## src/rtl/wb_pkg.sv

```systemverilog
// Shared types and constants for the register-file write-port arbiter.
package wb_pkg;

  localparam int DATA_W   = 32;
  localparam int ADDR_W   = 4;
  localparam int NUM_REGS = 15;
  localparam logic [ADDR_W-1:0] REG_PC = 4'd15;

  typedef struct packed {
    logic              valid;
    logic [ADDR_W-1:0] addr;
    logic [DATA_W-1:0] data;
  } wb_entry_t;

  typedef enum logic [1:0] {SRC_PIPE, SRC_MUL, SRC_FPU, SRC_NONE} src_t;

  // One-hot pending mask of a buffered entry; R15 never reaches a buffer.
  function automatic logic [NUM_REGS-1:0] busy_decode(input wb_entry_t e);
    logic [2**ADDR_W-1:0] d;
    d = '0;
    d[e.addr] = e.valid;
    return d[NUM_REGS-1:0];
  endfunction

endpackage

```

## src/rtl/wb_hold_buf.sv

```systemverilog
// One-entry holding buffer for a late result producer, with starvation
// counter, ready generation and R15 drop detection.
module wb_hold_buf
  import wb_pkg::*;
#(
  parameter int STARVE_LIMIT = 4
) (
  input  logic              clk,
  input  logic              rst,
  input  logic              in_valid,
  input  logic [ADDR_W-1:0] in_addr,
  input  logic [DATA_W-1:0] in_data,
  input  logic              bypass,
  input  logic              grant,
  output logic              ready,
  output wb_entry_t         entry,
  output logic              starved,
  output logic              take,
  output logic              err_r15
);

  localparam int CW = $clog2(STARVE_LIMIT + 1);
  localparam logic [CW-1:0] LIMIT = CW'(STARVE_LIMIT);

  logic [CW-1:0] cnt;
  logic          accept;
  logic          drop;

  // Ready only when empty, so a draining entry cannot be replaced in the same cycle.
  assign ready   = !entry.valid && !rst;
  assign accept  = in_valid && ready;
  assign drop    = accept && (in_addr == REG_PC);
  assign take    = accept && !drop && !bypass;
  assign starved = entry.valid && (cnt >= LIMIT);

  always_ff @(posedge clk or posedge rst) begin
    if (rst) begin
      entry   <= '0;
      cnt     <= '0;
      err_r15 <= 1'b0;
    end else begin
      err_r15 <= drop;
      if (grant) begin
        entry.valid <= 1'b0;
        cnt         <= '0;
      end else if (take) begin
        entry <= '{valid: 1'b1, addr: in_addr, data: in_data};
        cnt   <= '0;
      end else if (entry.valid && cnt != LIMIT) begin
        cnt <= cnt + CW'(1);
      end
    end
  end

endmodule

```

## src/rtl/wb_write_arbiter.sv

```systemverilog
// Write-port arbiter merging pipeline writeback, multiplier and FPU results.
// Optional zero-latency Mul/Fpu bypass when WBARB_BYPASS_EN is defined.
module wb_write_arbiter
  import wb_pkg::*;
#(
  parameter int STARVE_LIMIT = 4
) (
  input  logic                CLK,
  input  logic                RESET,
  input  logic                PipeValid,
  input  logic [ADDR_W-1:0]   PipeA3,
  input  logic [DATA_W-1:0]   PipeWD,
  input  logic                MulValid,
  output logic                MulReady,
  input  logic [ADDR_W-1:0]   MulA3,
  input  logic [DATA_W-1:0]   MulWD,
  input  logic                FpuValid,
  output logic                FpuReady,
  input  logic [ADDR_W-1:0]   FpuA3,
  input  logic [DATA_W-1:0]   FpuWD,
  output logic                WE3,
  output logic [ADDR_W-1:0]   A3,
  output logic [DATA_W-1:0]   WD3,
  output logic                StallReq,
  output logic [NUM_REGS-1:0] Busy,
  output logic                ErrR15
);

  wb_entry_t         mul_e, fpu_e;
  logic              mul_starved, fpu_starved;
  logic              mul_take, fpu_take;
  logic              mul_err, fpu_err;
  logic              mul_byp, fpu_byp;
  logic              mul_grant, fpu_grant;
  logic              rr_fpu;      // round-robin pointer: 0 = Mul next
  logic              fpu_older;   // age flag: 1 = Fpu entry accepted first
  logic              rr_toggle;
  src_t              src;
  logic              gnt_we;
  logic [ADDR_W-1:0] gnt_addr, last_a3;
  logic [DATA_W-1:0] gnt_data, last_wd;

  wb_hold_buf #(.STARVE_LIMIT(STARVE_LIMIT)) u_mul_buf (
    .clk(CLK), .rst(RESET), .in_valid(MulValid), .in_addr(MulA3), .in_data(MulWD),
    .bypass(mul_byp), .grant(mul_grant), .ready(MulReady), .entry(mul_e),
    .starved(mul_starved), .take(mul_take), .err_r15(mul_err)
  );

  wb_hold_buf #(.STARVE_LIMIT(STARVE_LIMIT)) u_fpu_buf (
    .clk(CLK), .rst(RESET), .in_valid(FpuValid), .in_addr(FpuA3), .in_data(FpuWD),
    .bypass(fpu_byp), .grant(fpu_grant), .ready(FpuReady), .entry(fpu_e),
    .starved(fpu_starved), .take(fpu_take), .err_r15(fpu_err)
  );

  assign StallReq = mul_starved || fpu_starved;
  assign Busy     = busy_decode(mul_e) | busy_decode(fpu_e);
  assign ErrR15   = mul_err || fpu_err;

  always_comb begin
    src       = SRC_NONE;
    rr_toggle = 1'b0;
    mul_byp   = 1'b0;
    fpu_byp   = 1'b0;
    if (StallReq) begin
      src = mul_starved ? SRC_MUL : SRC_FPU;
    end else if (PipeValid) begin
      src = SRC_PIPE;
    end else if (mul_e.valid && fpu_e.valid) begin
      rr_toggle = 1'b1;
      // Same destination: oldest write must land last-but-one, so age wins.
      if (mul_e.addr == fpu_e.addr) src = fpu_older ? SRC_FPU : SRC_MUL;
      else                          src = rr_fpu ? SRC_FPU : SRC_MUL;
    end else if (mul_e.valid) begin
      src = SRC_MUL;
    end else if (fpu_e.valid) begin
      src = SRC_FPU;
    end
`ifdef WBARB_BYPASS_EN
    else if (MulValid && MulReady && MulA3 != REG_PC) begin
      src     = SRC_MUL;
      mul_byp = 1'b1;
    end else if (FpuValid && FpuReady && FpuA3 != REG_PC) begin
      src     = SRC_FPU;
      fpu_byp = 1'b1;
    end
`endif
  end

  always_comb begin
    gnt_we   = 1'b0;
    gnt_addr = last_a3;
    gnt_data = last_wd;
    case (src)
      SRC_PIPE: begin
        if (PipeA3 != REG_PC) begin
          gnt_we   = 1'b1;
          gnt_addr = PipeA3;
          gnt_data = PipeWD;
        end
      end
      SRC_MUL: begin
        gnt_we   = 1'b1;
        gnt_addr = mul_byp ? MulA3 : mul_e.addr;
        gnt_data = mul_byp ? MulWD : mul_e.data;
      end
      SRC_FPU: begin
        gnt_we   = 1'b1;
        gnt_addr = fpu_byp ? FpuA3 : fpu_e.addr;
        gnt_data = fpu_byp ? FpuWD : fpu_e.data;
      end
      default: ;
    endcase
  end

  assign mul_grant = (src == SRC_MUL) && !mul_byp;
  assign fpu_grant = (src == SRC_FPU) && !fpu_byp;
  assign WE3       = gnt_we && !RESET;
  assign A3        = WE3 ? gnt_addr : last_a3;
  assign WD3       = WE3 ? gnt_data : last_wd;

  always_ff @(posedge CLK or posedge RESET) begin
    if (RESET) begin
      rr_fpu    <= 1'b0;
      fpu_older <= 1'b0;
      last_a3   <= '0;
      last_wd   <= '0;
    end else begin
      rr_fpu <= rr_fpu ^ rr_toggle;
      if (mul_take && !fpu_take) fpu_older <= fpu_e.valid;
      else if (fpu_take)         fpu_older <= 1'b0;
      if (WE3) begin
        last_a3 <= A3;
        last_wd <= WD3;
      end
    end
  end

endmodule

```

## config.mk

```make
export PLATFORM = sky130hd
export DESIGN_NAME = wb_write_arbiter
export DESIGN_NICKNAME = d
export VERILOG_FILES = /design/src/rtl/wb_pkg.sv /design/src/rtl/wb_hold_buf.sv /design/src/rtl/wb_write_arbiter.sv
export SDC_FILE = /design/constraint.sdc
export NUM_CORES = 1
export LEC_CHECK = 0
export ABC_AREA = 1
export CORE_MARGIN = 4
export CORE_UTILIZATION = 49
export DETAILED_ROUTE_END_ITERATION = 12
export PLACE_DENSITY = 0.81
export RECOVER_POWER = 25
export SYNTH_ARGS = -nofsm -noshare
export SYNTH_HDL_FRONTEND = slang
export SYNTH_SLANG_ARGS = --single-unit
```

## constraint.sdc

```tcl
create_clock -name CLK -period 4.4 [get_ports CLK]
set_input_delay 0.44 -clock CLK [delete_from_list [all_inputs] [get_ports CLK]]
set_output_delay 0.44 -clock CLK [all_outputs]
set_load 0.02 [all_outputs]
```

==> metrics.cfg <==
[run_status]
outcome=complete, but fails checks
failing_checks=max-capacitance violations, max-slew violations

[clock_tree]
clock-sinks=120
clk_latency_ns=0.42
cts-buffers-inserted=17
clock_tree.buffer_depth=2
cts_tree=done
post_cts_setup_driven_buffer_insertion_count=0
hold_buffers=0
clock_slew_seen_by_the_registers_of_the_worst_setup_and_hold_paths_ns=0.06
ctsRootBufferMaster=clkbuf_16
ctsHtreeMaxLevel=4

[floorplan]
die_h_um=119
io_pins=169
die_area_um2=14200
start_util_pct=50.4
area_of_the_core_um2=12100
rows=40
fp.dieW_um=119

[power]
sequentialPowerShare_pct=30.2
vdd.ir_drop.worst_mv=0.390
clockPowerShare_pct=23.0
power_density_nw_per_um2=729
p_comb_share_pct=46.9
net_sw_power_mw=2.53
internal-power_mw=3.66
total_leakage_power_nw=4.09
switching_share_pct=40.9
finalPower_mw=6.19

[place]
post-place-ws_ns=0.688
place.detailed.hpwl_um=12900
detailed_place.area_um2=7860
finalWeightedCongestion=0.918
io_buffers=168

[yosys]
yosysSeqAreaShare_pct=49.4
synth.avg_cell_area_um2=7.81
synthesis.yosys.warnings=0
post_synth_edffs=0
synth_nets=899
yosys_most_used_dff=dfrtp_1
synth_cells=778
post_synth_arst_share_pct=100
postSynthRegisterBits=120
syn-cell-area_um2=6080
synth_cell_types=33

[timing]
final-setup-viol-count=0
max_clock_freq_mhz=243
post-route-period-util_pct=93.4
rsz_0062_raised_after_global_routing=yes
post-route-min-period_ns=4.11
worst_slew_pin_slew_ns=3.07
maxSlewHeadroom_pct=-105
fin_skew_ns=0.00659
hold_ws_ns=0.473
final-max-slew-violation-count=80
setup_ws_ns=0.292
final-hold-violation-count=0

[finish]
fillCellCount=960
final_layout_size_suffix_gt1_share_pct=6.14
mostFrequentLayoutCells=237 x nand2_1, 166 x clkdlybuf4s50_1, 120 x dfrtp_1
register_area_um2=3000
layout_commonest_cell=nand2_1
stdcell_area_um2=8480
antenna_cells_inserted=0
layout.nets=1052
multiInputGateArea_um2=2620
area_growth_syn_to_layout_pct=39.6

[critical_path]
crit_path_start_kind=register
worst_path_required_time_ns=3.96
arrival_ns=3.67
worst_path_dominant_cell_family=buffers and inverters
crit_path_top_delay_cell=clkdlybuf4s50_1
timing.critical_path.mode_cell=nand2_1
critical_path.endpoint_type=output pin
worstPathBufferInverterCount=5
cp_slowest_stage_delay_ns=0.62
criticalPathCategory=reg2out
series_of_cell_instances_along_the_critical_path=inv_1, nand2_1, nand2_1, nor2_1, nand3_1, nand3_1, nand2_1, a21oi_1, ha_1, buf_4, nand2_1, nand2_1, nand2_2, inv_4, buf_12, nor2_1, a21oi_1, clkdlybuf4s50_1
crit_path_max_fanout=30

[routing]
antenna_violating_nets_post_route=0
postRouteWirelength_um=18200
route.vias.total=5962
firstDrtPassIters=6
route.detailed.vias_per_inst=5.36
wl_per_cell_um=16.4
dr.first_iter.drc_count=499
remaining_drc_errors=0

[flow_run]
cap_viol_max_count=1

[global_routing]
gr-total-overflow=0
antenna_violations_before_repair=0
first_pass_grt_wire_length_um=29200
grt_max_degree=81
global_route.usage.total_pct=26.0
via_count_of_the_first_global_routing_pass=5795

[min_path]
worstHoldPathType=reg2reg

## power by group through the flow
stage | sequential [mW] | clock (mW) | combinational [mW]
5_1_grt | 1.92 | 1.48 | 3.19
6_report | 1.87 | 1.42 | 2.90
4_1_cts | 1.86 | 1.43 | 2.89
3_5_place_dp | 1.87 | 0 | 2.86
3_3_place_gp | 1.85 | 0 | 2.83
2_1_floorplan | 1.79 | 0 | 1.85
## through the flow
| step | cells | util, % | setup TNS [ns] |
|---|---|---|---|
| after floorplan | 778 | - | 0 |
| after global placement | 1080 | 65.2 | 0 |
| after detailed placement | 1080 | 65.2 | 0 |
| after CTS | 1112 | 70.3 | 0 |
| after global routing | 1112 | 70.3 | -0.0114 |
| final | 1112 | 70.3 | 0 |
## area by class of cell
type	instances	area share [%]
inverter	64	2.89
clock buffer	18	5.18
tap	168	2.48
sequential	120	35.4
multi-input combinational	549	30.9
clock inverter	14	2.06
timing repair buffer	179	21.1
## cells in the mapped netlist (all sizes together) (3+ instances only)
cell / instances / area share [%]
nand4: 3 / 0.56
mux2: 3 / 0.56
nand3: 80 / 6.6
nand2: 240 / 15
dfrtp: 120 / 49
inv: 64 / 4.0
o22ai: 16 / 1.6
o21ai: 35 / 2.9
ha: 8 / 1.6
buf: 28 / 2.5
o211ai: 30 / 3.7
a21oi: 59 / 4.9
clkbuf: 17 / 1.1
nor2: 62 / 4.0
## registers in the layout, summed over array words and instances (netlist names)
signal / cells
u_fpu_buf.cnt: 3
last_a3: 4
last_wd: 32
u_fpu_buf.err_r15: 1
u_fpu_buf.entry: 37
u_mul_buf.cnt: 3
rr_fpu: 1
u_mul_buf.entry: 37
fpu_older: 1
u_mul_buf.err_r15: 1
## kinds of logic (layout without fill, tap and decap cells)
family / Yosys count / in the layout / share of synthesized area, %
AOI/OAI and AO/OA: 145 / 145 / 13.7
and+or+nand+nor: 390 / 390 / 26.7
buffers and inverters: 109 / 275 / 7.52
xor gates and xnor gates: 3 / 3 / 0.433
muxes: 3 / 3 / 0.556
DFF: 120 / 120 / 49.4
adders and majority gates: 8 / 8 / 1.65
## tightest hold or removal path, cell delays in order, from the launching register on
cell and delay (ns):
dfrtp_1 0.34, nand2_1 0.06, nand2_1 0.05
## repair_timing
action                                  CTS  global route
endpoints found under the setup margin    0            17
hold endpoints to repair                  0             0
gates resized for setup                   0             6
## final timing paths
kind                                       end  slack, ns  depth (start not counted)                 from
setup / recovery                         A3[3]       0.29                         18  u_fpu_buf.entry[33]
max in group asynchronous          last_wd[16]       0.92                          2                RESET
hold / removal             u_mul_buf.entry[15]       0.47                          2  u_mul_buf.entry[15]
hold reg to reg            u_mul_buf.entry[15]       0.47                          2  u_mul_buf.entry[15]
setup reg to reg           u_mul_buf.entry[33]       0.95                         15  u_fpu_buf.entry[33]
min in group asynchronous    u_mul_buf.err_r15       1.74                          2                RESET
## metal layers
| metal | share of wire (%) | global-route usage [%] |
|---|---|---|
| met1 | 42 | 34.1 |
| met2 | 48 | 42.0 |
| met3 | 6.6 | 5.27 |
| met4 | 3.3 | 11.5 |
| met5 | 0 | 0 |
Note: power is estimated with default switching activity, not from simulation.
